--- src/rtl/seq_pkg.sv ---
// Shared types and constants for the 1101 sequence serializer/detector pair.
package seq_pkg;

    typedef enum logic [1:0] {
        IDLE  = 2'd0,
        SHIFT = 2'd1,
        GAP   = 2'd2
    } ser_state_t;

    localparam logic       IDLE_BIT_DEF = 1'b0;
    localparam logic [3:0] PATTERN_1101 = 4'b1101;

    // Counter width for a range of 'range' values, never narrower than 1 bit.
    function automatic int cnt_width(input int range);
        return (range > 1) ? $clog2(range) : 1;
    endfunction

endpackage

--- src/rtl/seq_bit_serializer_if.sv ---
// Parallel-word handshake in, serial bit stream and frame markers out.
interface seq_bit_serializer_if #(
    parameter int WIDTH = 8
);
    logic [WIDTH-1:0] in_data;
    logic             in_valid;
    logic             in_ready;
    logic             ser_out;
    logic             ser_valid;
    logic             frame_start;
    logic             frame_last;
    logic             busy;

    modport master (
        output in_data, in_valid,
        input  in_ready, ser_out, ser_valid, frame_start, frame_last, busy
    );

    modport slave (
        input  in_data, in_valid,
        output in_ready, ser_out, ser_valid, frame_start, frame_last, busy
    );
endinterface

--- src/rtl/seq_down_counter.sv ---
// Loadable down-counter with a zero flag; load has priority over decrement.
module seq_down_counter #(
    parameter int W = 1
) (
    input  logic         clk,
    input  logic         reset,
    input  logic         load,
    input  logic         dec,
    input  logic [W-1:0] load_val,
    output logic [W-1:0] cnt,
    output logic         zero
);

    always_ff @(posedge clk or negedge reset) begin
        if (!reset)    cnt <= '0;
        else if (load) cnt <= load_val;
        else if (dec)  cnt <= cnt - 1'b1;
    end

    assign zero = (cnt == '0);

endmodule

--- src/rtl/seq_bit_serializer.sv ---
// Serializes handshaked parallel words one bit per clock, with an optional
// idle gap after each frame; feeds the 1101 detector's din.
module seq_bit_serializer
    import seq_pkg::*;
#(
    parameter int   WIDTH      = 8,
    parameter bit   LSB_FIRST  = 1'b0,
    parameter int   GAP_CYCLES = 0,
    parameter logic IDLE_BIT   = IDLE_BIT_DEF
) (
    input  logic               clk,
    input  logic               reset,
    seq_bit_serializer_if.slave bus
);

    localparam int BW = cnt_width(WIDTH);
    localparam int GW = cnt_width(GAP_CYCLES);
    localparam logic [BW-1:0] BIT_LOAD = BW'(WIDTH - 1);
    localparam logic [GW-1:0] GAP_LOAD = GW'((GAP_CYCLES > 0) ? GAP_CYCLES - 1 : 0);

    ser_state_t       state, next_state;
    logic [WIDTH-1:0] sr, sr_d;
    logic             ser_out_q, ser_valid_q, start_q, last_q;
    logic             ser_out_d, ser_valid_d, start_d, last_d;
    logic             ready, take;

    logic [BW-1:0]    bit_cnt;
    logic             bit_zero;
    logic [GW-1:0]    gap_cnt;
    logic             gap_zero;
    logic             unused_gap;

    // Bit counter holds the number of frame bits still to be launched.
    seq_down_counter #(.W(BW)) u_bit_cnt (
        .clk      (clk),
        .reset    (reset),
        .load     (take),
        .dec      (state == SHIFT && !bit_zero),
        .load_val (BIT_LOAD),
        .cnt      (bit_cnt),
        .zero     (bit_zero)
    );

    seq_down_counter #(.W(GW)) u_gap_cnt (
        .clk      (clk),
        .reset    (reset),
        .load     (state == SHIFT && bit_zero && GAP_CYCLES > 0),
        .dec      (state == GAP && !gap_zero),
        .load_val (GAP_LOAD),
        .cnt      (gap_cnt),
        .zero     (gap_zero)
    );

    assign unused_gap = ^gap_cnt;

    always_ff @(posedge clk or negedge reset) begin
        if (!reset) begin
            state       <= IDLE;
            sr          <= '0;
            ser_out_q   <= IDLE_BIT;
            ser_valid_q <= 1'b0;
            start_q     <= 1'b0;
            last_q      <= 1'b0;
        end else begin
            state       <= next_state;
            sr          <= sr_d;
            ser_out_q   <= ser_out_d;
            ser_valid_q <= ser_valid_d;
            start_q     <= start_d;
            last_q      <= last_d;
        end
    end

    always_comb begin
        next_state = state;
        case (state)
            IDLE:  if (take) next_state = SHIFT;
            SHIFT: begin
                if (bit_zero) begin
                    if (GAP_CYCLES > 0) next_state = GAP;
                    else                next_state = take ? SHIFT : IDLE;
                end
            end
            GAP:   if (gap_zero) next_state = take ? SHIFT : IDLE;
            default: next_state = IDLE;
        endcase
    end

    // in_ready depends only on state, counters and reset, never on in_valid.
    always_comb begin
        ready = 1'b0;
        case (state)
            IDLE:    ready = 1'b1;
            SHIFT:   ready = bit_zero && (GAP_CYCLES == 0);
            GAP:     ready = gap_zero;
            default: ready = 1'b0;
        endcase
        ready = ready && reset;
        take  = bus.in_valid && ready;

        sr_d        = sr;
        ser_out_d   = IDLE_BIT;
        ser_valid_d = 1'b0;
        start_d     = 1'b0;
        last_d      = 1'b0;
        if (take) begin
            ser_out_d   = LSB_FIRST ? bus.in_data[0] : bus.in_data[WIDTH-1];
            ser_valid_d = 1'b1;
            start_d     = 1'b1;
            sr_d        = LSB_FIRST ? (bus.in_data >> 1) : (bus.in_data << 1);
        end else if (state == SHIFT && !bit_zero) begin
            ser_out_d   = LSB_FIRST ? sr[0] : sr[WIDTH-1];
            ser_valid_d = 1'b1;
            last_d      = (bit_cnt == BW'(1));
            sr_d        = LSB_FIRST ? (sr >> 1) : (sr << 1);
        end
    end

    assign bus.in_ready    = ready;
    assign bus.ser_out     = ser_out_q;
    assign bus.ser_valid   = ser_valid_q;
    assign bus.frame_start = start_q;
    assign bus.frame_last  = last_q;
    assign bus.busy        = (state != IDLE);

endmodule

--- src/flat_wrapper.sv ---
// flat-port wrapper written by rule: the top's interface ports become plain ports
module seq_bit_serializer_flat import seq_pkg::*;
#(
    parameter int   WIDTH      = 8,
    parameter bit   LSB_FIRST  = 1'b0,
    parameter int   GAP_CYCLES = 0,
    parameter logic IDLE_BIT   = IDLE_BIT_DEF
)
  (clk, reset, bus_in_data, bus_in_valid, bus_in_ready, bus_ser_out, bus_ser_valid, bus_frame_start, bus_frame_last, bus_busy);
  seq_bit_serializer_if #(.WIDTH(WIDTH)) bus_i ();
  input  logic clk;
  input  logic reset;
  input wire logic [$bits(bus_i.in_data)-1:0] bus_in_data;
  input wire logic [$bits(bus_i.in_valid)-1:0] bus_in_valid;
  output wire logic [$bits(bus_i.in_ready)-1:0] bus_in_ready;
  output wire logic [$bits(bus_i.ser_out)-1:0] bus_ser_out;
  output wire logic [$bits(bus_i.ser_valid)-1:0] bus_ser_valid;
  output wire logic [$bits(bus_i.frame_start)-1:0] bus_frame_start;
  output wire logic [$bits(bus_i.frame_last)-1:0] bus_frame_last;
  output wire logic [$bits(bus_i.busy)-1:0] bus_busy;
  assign bus_i.in_data = bus_in_data;
  assign bus_i.in_valid = bus_in_valid;
  assign bus_in_ready = bus_i.in_ready;
  assign bus_ser_out = bus_i.ser_out;
  assign bus_ser_valid = bus_i.ser_valid;
  assign bus_frame_start = bus_i.frame_start;
  assign bus_frame_last = bus_i.frame_last;
  assign bus_busy = bus_i.busy;
  seq_bit_serializer #(.WIDTH(WIDTH), .LSB_FIRST(LSB_FIRST), .GAP_CYCLES(GAP_CYCLES), .IDLE_BIT(IDLE_BIT)) u_core (.clk(clk), .reset(reset), .bus(bus_i));
endmodule
--- config.mk ---
export PLATFORM = sky130hd
export DESIGN_NAME = seq_bit_serializer_flat
export DESIGN_NICKNAME = d
export VERILOG_FILES = /design/src/rtl/seq_pkg.sv /design/src/rtl/seq_bit_serializer_if.sv /design/src/rtl/seq_down_counter.sv /design/src/rtl/seq_bit_serializer.sv /design/src/flat_wrapper.sv
export SDC_FILE = /design/constraint.sdc
export NUM_CORES = 1
export LEC_CHECK = 0
export CORE_UTILIZATION = 25
export DETAILED_ROUTE_END_ITERATION = 7
export PLACE_DENSITY = 0.52
export SETUP_SLACK_MARGIN = 0.15
export SYNTH_ARGS = -nofsm -noshare
export SYNTH_HDL_FRONTEND = slang
export SYNTH_SLANG_ARGS = --single-unit
--- constraint.sdc ---
create_clock -name clk -period 3.1 [get_ports clk]
set_input_delay 0.31 -clock clk [delete_from_list [all_inputs] [get_ports clk]]
set_output_delay 0.31 -clock clk [all_outputs]
set_load 0.02 [all_outputs]
Word-level counts from Yosys, hierarchy flattened
Index checks and enable logic that the tools add are counted.
{ "word_totals": {"regBits": 18} }
{ "classes": {"n_addsub": 2, "eq_ne": 6, "muxes": 17, "bitwise": 1, "n_reduce_logical": 10} }
{ "op_table": {"columns": ["cell", "n"], "rows": [
  ["2-to-1 mux 8 bit", 2],
  ["2-to-1 mux 1 bit", 8],
  ["2-to-1 mux 2 bit", 3],
  ["2-to-1 mux 3 bit", 2],
  ["one-hot mux 2 bit (3 select lines)", 1],
  ["logical AND 1 bit", 4],
  ["!= test 2 x 1 -> 1 bit, second input constant", 2],
  ["nonzero test 2 bit", 2],
  ["== test 3 x 1 -> 1 bit, second input constant", 1],
  ["logical NOT 3 bit", 1],
  ["one-hot mux 1 bit (3 select lines)", 1],
  ["AND reduction 3 bit", 1],
  ["subtractor 3 x 1 -> 3 bit, second input constant", 1],
  ["== test 2 x 1 -> 1 bit, second input constant", 1],
  ["== test 2 bit, second input constant", 1],
  ["logical NOT 2 bit", 1],
  ["!= test 2 bit, second input constant", 1],
  ["logical NOT 1 bit", 1],
  ["inverter 1 bit", 1],
  ["subtractor 1 bit, second input constant", 1]
]} }

Logic depth before layout (Yosys ltp)
{ "logic_depth": {"ltp_word": 7, "mapped_depth": 8, "ltp_nobuf": 7} }

Modules after synthesis
From an unflattened synthesis, not the netlist that was laid out.
{ "unflattened": {"cells_unflattened": 58, "area_unflattened_um2": 673.1} }
{ "by_module_without_submodules": {"columns": ["mod", "n_inst", "cells_each", "area_each_um2"], "rows": [
  ["seq_bit_serializer", 1, 39, 501.7],
  ["seq_down_counter", 1, 19, 171.4]
]} }

Least setup slack after synthesis
No wires, ideal clock.
{ "synth_path": {"path_type": "reg-to-reg", "start": "reg u_core.u_bit_cnt.cnt[0]", "end": "reg u_core.sr[7]", "t_arrival_ps": 1498, "required_time_ps": 2974, "path_slack_ps": 1476, "stages_incl_launch_ff": 9, "n_path_buf": 1, "cell_sequence": "dfrtp_1 > inv_1 > ha_1 > ha_1 > nand2b_4 > buf_6 > nand2_4 > inv_2 > a221o_1"} }
{ "synth_via": {"elab_chain_len": 5} }
{ "synth_rtl": {"columns": ["item", "line", "text"], "rows": [
  ["start, declared", "seq_down_counter.sv:10", "output logic [W-1:0] cnt,"],
  ["start signal, assigned", "seq_down_counter.sv:16", "else if (load) cnt <= load_val;"],
  ["start signal, assigned", "seq_down_counter.sv:17", "else if (dec) cnt <= cnt - 1'b1;"],
  ["logical NOT 3 bit (*)", "seq_down_counter.sv:20", "assign zero = (cnt == '0);"],
  ["one-hot mux 1 bit (3 select lines)", "seq_bit_serializer.sv:92", "case (state)"],
  ["logical AND 1 bit", "seq_bit_serializer.sv:98", "ready = ready && reset;"],
  ["logical AND 1 bit", "seq_bit_serializer.sv:99", "take = bus.in_valid && ready;"],
  ["2-to-1 mux 8 bit / nonzero test 2 bit (equally long branches)", null, null],
  ["end signal, assigned", "seq_bit_serializer.sv:66", "sr <= sr_d;"],
  ["end, declared", "seq_bit_serializer.sv:22", "logic [WIDTH-1:0] sr, sr_d;"]
]} }
Mark *: on every way between the ends. The rest lies on a longest branch, timed or not.
A chain may end at the register's enable or synchronous reset.

Worst setup path in the final report
{ "layout_path": {"start": "reg u_core.u_bit_cnt.cnt[0]", "end": "out bus_in_ready"} }
{ "layout_via": {"elab_chain_len": 3} }
{ "layout_rtl": {"columns": ["item", "line", "text"], "rows": [
  ["logical NOT 3 bit", "seq_down_counter.sv:20", null],
  ["one-hot mux 1 bit (3 select lines)", "seq_bit_serializer.sv:92", null],
  ["logical AND 1 bit", "seq_bit_serializer.sv:98", null],
  ["end, declared", "flat_wrapper.sv:15", "output wire logic [$bits(bus_i.in_ready)-1:0] bus_in_ready;"]
]} }
No other way between the ends.

==> load_flow_metrics.sql <==
INSERT INTO impl_metrics (metric_group, metric, value, unit) VALUES
('route', 'initialDrtViolationCount', '2', ''),
('critical_path', 'buf_inv_on_cp', '2', ''),
('clock_network', 'number_of_levels_in_the_clock_h_tree', '1', ''),
('timing', 'report.final.setup_viol', '0', ''),
('critical_path', 'timing.critical_path.from', 'u_core.u_bit_cnt.cnt[0]', ''),
('timing', 'tns', '0', 'ps'),
('min_path', 'hp-class', 'in -> async', ''),
('route', 'ant_nets', '0', ''),
('logic_synthesis', 'synth.lib_cells_used.distinct', '19', ''),
('timing', 'timing.final.max_slew_violations', '0', ''),
('timing', 'fin_skew', '7.212', 'ps'),
('die', 'pin_count', '17', ''),
('timing', 'period_minus_slack', '2311', 'ps'),
('critical_path', 'worst-path-max-fanout', '8', ''),
('clock_network', 'numCtsBuffers', '3', ''),
('cells_and_area', 'post_route_cells_drive_above_1_share', '12.00', '%'),
('critical_path', 'worst_path_max_delay_cell', 'clkdlybuf4s50_1', ''),
('clock_network', 'cts_tree', 'done', ''),
('clock_network', 'cts_hold_buffers', '0', ''),
('place', 'dp_hpwl', '894.5', 'µm'),
('clock_network', 'clkTransAtPathRegs', '90', 'ps'),
('critical_path', 'worst_path_dominant_cell_family', 'buffers and inverters', ''),
('route', 'drt-pass1-iter-count', '4', ''),
('critical_path', 'worstReg2RegEnd', 'u_core.sr[5]', ''),
('run_status', 'outcome', 'complete, no violations', ''),
('logic_synthesis', 'postSynth.topFlopCell', 'dfrtp_1', ''),
('critical_path', 'r2r.worst_path.cells', '7', ''),
('logic_synthesis', 'synth.ff_latch_count', '15', ''),
('timing', 'timing.slew.headroom', '81.76', '%'),
('logic_synthesis', 'syn_inst', '55', ''),
('power_and_ir_drop', 'power.density', '941.0', 'nW/µm²'),
('clock_network', 'clk_latency_worst_skew_pair', '280', 'ps'),
('die', 'rows', '18', ''),
('grt', 'grt_max_degree', '18', ''),
('timing', 'max_clock_freq', '432.8', 'MHz'),
('clock_network', 'cts_num_sinks', '15', ''),
('die', 'die_y', '53.80', 'µm'),
('timing', 'finalCritPeriodShare', '74.54', '%'),
('die', 'floorplan.die.width', '53.80', 'µm'),
('logic_synthesis', 'synth_area_per_cell', '12.19', 'µm²'),
('logic_synthesis', 'async_flop_share', '100.0', '%'),
('grt', 'global_route_wire_length_before_repair', '2111', 'µm'),
('timing', 'tightestPinTransition', '273.1', 'ps'),
('logic_synthesis', 'synthesis.nets', '69', ''),
('place', 'portBuffers', '16', ''),
('critical_path', 'worst_r2r_startpoint', 'u_core.u_bit_cnt.cnt[0]', ''),
('clock_network', 'cts.repair_timing.setup_buffer_count', '0', ''),
('logic_synthesis', 'mappedNetlistArea', '670.6', 'µm²'),
('route', 'drc', '0', ''),
('cells_and_area', 'antennaDiodeCount', '0', ''),
('timing', 'final-hold-violation-count', '0', ''),
('die', 'initial_core_util', '26.83', '%'),
('timing', 'rsz0062_at_grt', 'false', ''),
('critical_path', 'crit_path_max_incr_delay', '520', 'ps'),
('critical_path', 'crit_type', 'reg -> out', ''),
('place', 'postPlaceCellArea', '864.6', 'µm²'),
('timing', 'hold-worst-slack', '344.3', 'ps'),
('grt', 'grt_antenna_before_repair', '0', ''),
('critical_path', 'timing.critical_path.cells', 'inv_1 > ha_1 > ha_1 > nand2b_4 > and2_1 > clkdlybuf4s50_1', ''),
('job', 'max_cap_violations', '0', ''),
('power_and_ir_drop', 'p_leak', '0.0004171', 'µW'),
('cells_and_area', 'nNetsFinal', '90', ''),
('clock_network', 'post_cts.resized_instances', '0', ''),
('grt', 'grt_overflow', '0', ''),
('cells_and_area', 'syn_to_final_growth', '32.84', '%'),
('critical_path', 'cp-end-kind', 'output port', ''),
('critical_path', 'cpMostUsedCell', 'ha_1', ''),
('logic_synthesis', 'synthesis.yosys.warnings', '0', ''),
('logic_synthesis', 'synth_enable_flop_cells', '0', ''),
('clock_network', 'cts-root-to-sink-buffers', '2', ''),
('cells_and_area', 'finalCoreUtilization', '35.64', '%');
[metrics by stage]
stage	instances	setup WS (ps)	power, µW
after floorplan	55	1476	622.2
after global placement	101	1027	728.1
after detailed placement	101	1023	738.1
after CTS	105	768.2	853.6
after global routing	105	684.6	915.5
final	105	789.3	838.3
[cell usage in the layout, fill, tap and decap left out, types with 2 or more instances in the layout]
master           instances
a221o_1                  6
and2_1                   8
buf_4                    2
clkbuf_4                 3
clkdlybuf4s50_1         16
dfrtp_1                 15
ha_1                     3
inv_1                    5
nand2_1                  4
o211ai_1                 2
[kinds of logic (layout without fill, tap and decap cells)]
group	Yosys count	after routing	synth area share (%)
XOR/XNOR	1	1	1.306
buffers and inverters	8	28	6.157
AND/OR/NAND/NOR	18	18	17.72
flip-flops	15	15	55.97
adder cells (fa/ha/maj)	3	3	5.598
AO/OA/AOI/OAI	10	10	13.25
[area by class of cell]
cell class                 instances  area (µm²)
tap                               30       37.54
clock buffer                       4       26.28
inverter                           6       22.52
multi-input combinational         32       254.0
fill                             259        1609
sequential                        15       375.4
timing repair buffer              18       175.2
[flip-flops by register name (all words and copies together), names as in the netlist]
register                flops
u_core.bus.ser_out          1
u_core.bus.ser_valid        1
u_core.state                1
u_core.bus.frame_last       1
u_core.bus.frame_start      1
u_core.u_bit_cnt.cnt        3
u_core.sr                   7
[routing by layer]
metal	routed length [µm]	up-vias	track usage, %
li1	-	228	-
met2	543	18	16.67
met1	603	220	12.78
met5	0	-	0
met3	103	0	5.932
met4	0	0	1.316
[cell usage after synthesis (all sizes together) (2+ instances only)]
cell / n / area, µm²
dfrtp: 15 / 375.4
and2: 8 / 50.05
a221o: 6 / 60.06
inv: 6 / 22.52
nand2: 5 / 26.27
ha: 3 / 37.54
buf: 2 / 18.77
o211ai: 2 / 15.01
[power by group]
group	internal [µW]	switching (µW)	total (µW)
clock	49.9	59.1	109
combinational	202	205	407
sequential	281	41.4	322
total	533	305	838
[worst max path at each step]
stage | to | slack, ps | cells past startpoint
floorplan | u_core.sr[7] | 1480 | 8
finish | bus_in_ready | 790 | 6
detailed placement | bus_in_ready | 1020 | 4
CTS | bus_in_ready | 770 | 6
global placement | bus_in_ready | 1030 | 4
global route | bus_in_ready | 680 | 6
Power figures use the tool's default switching activity.
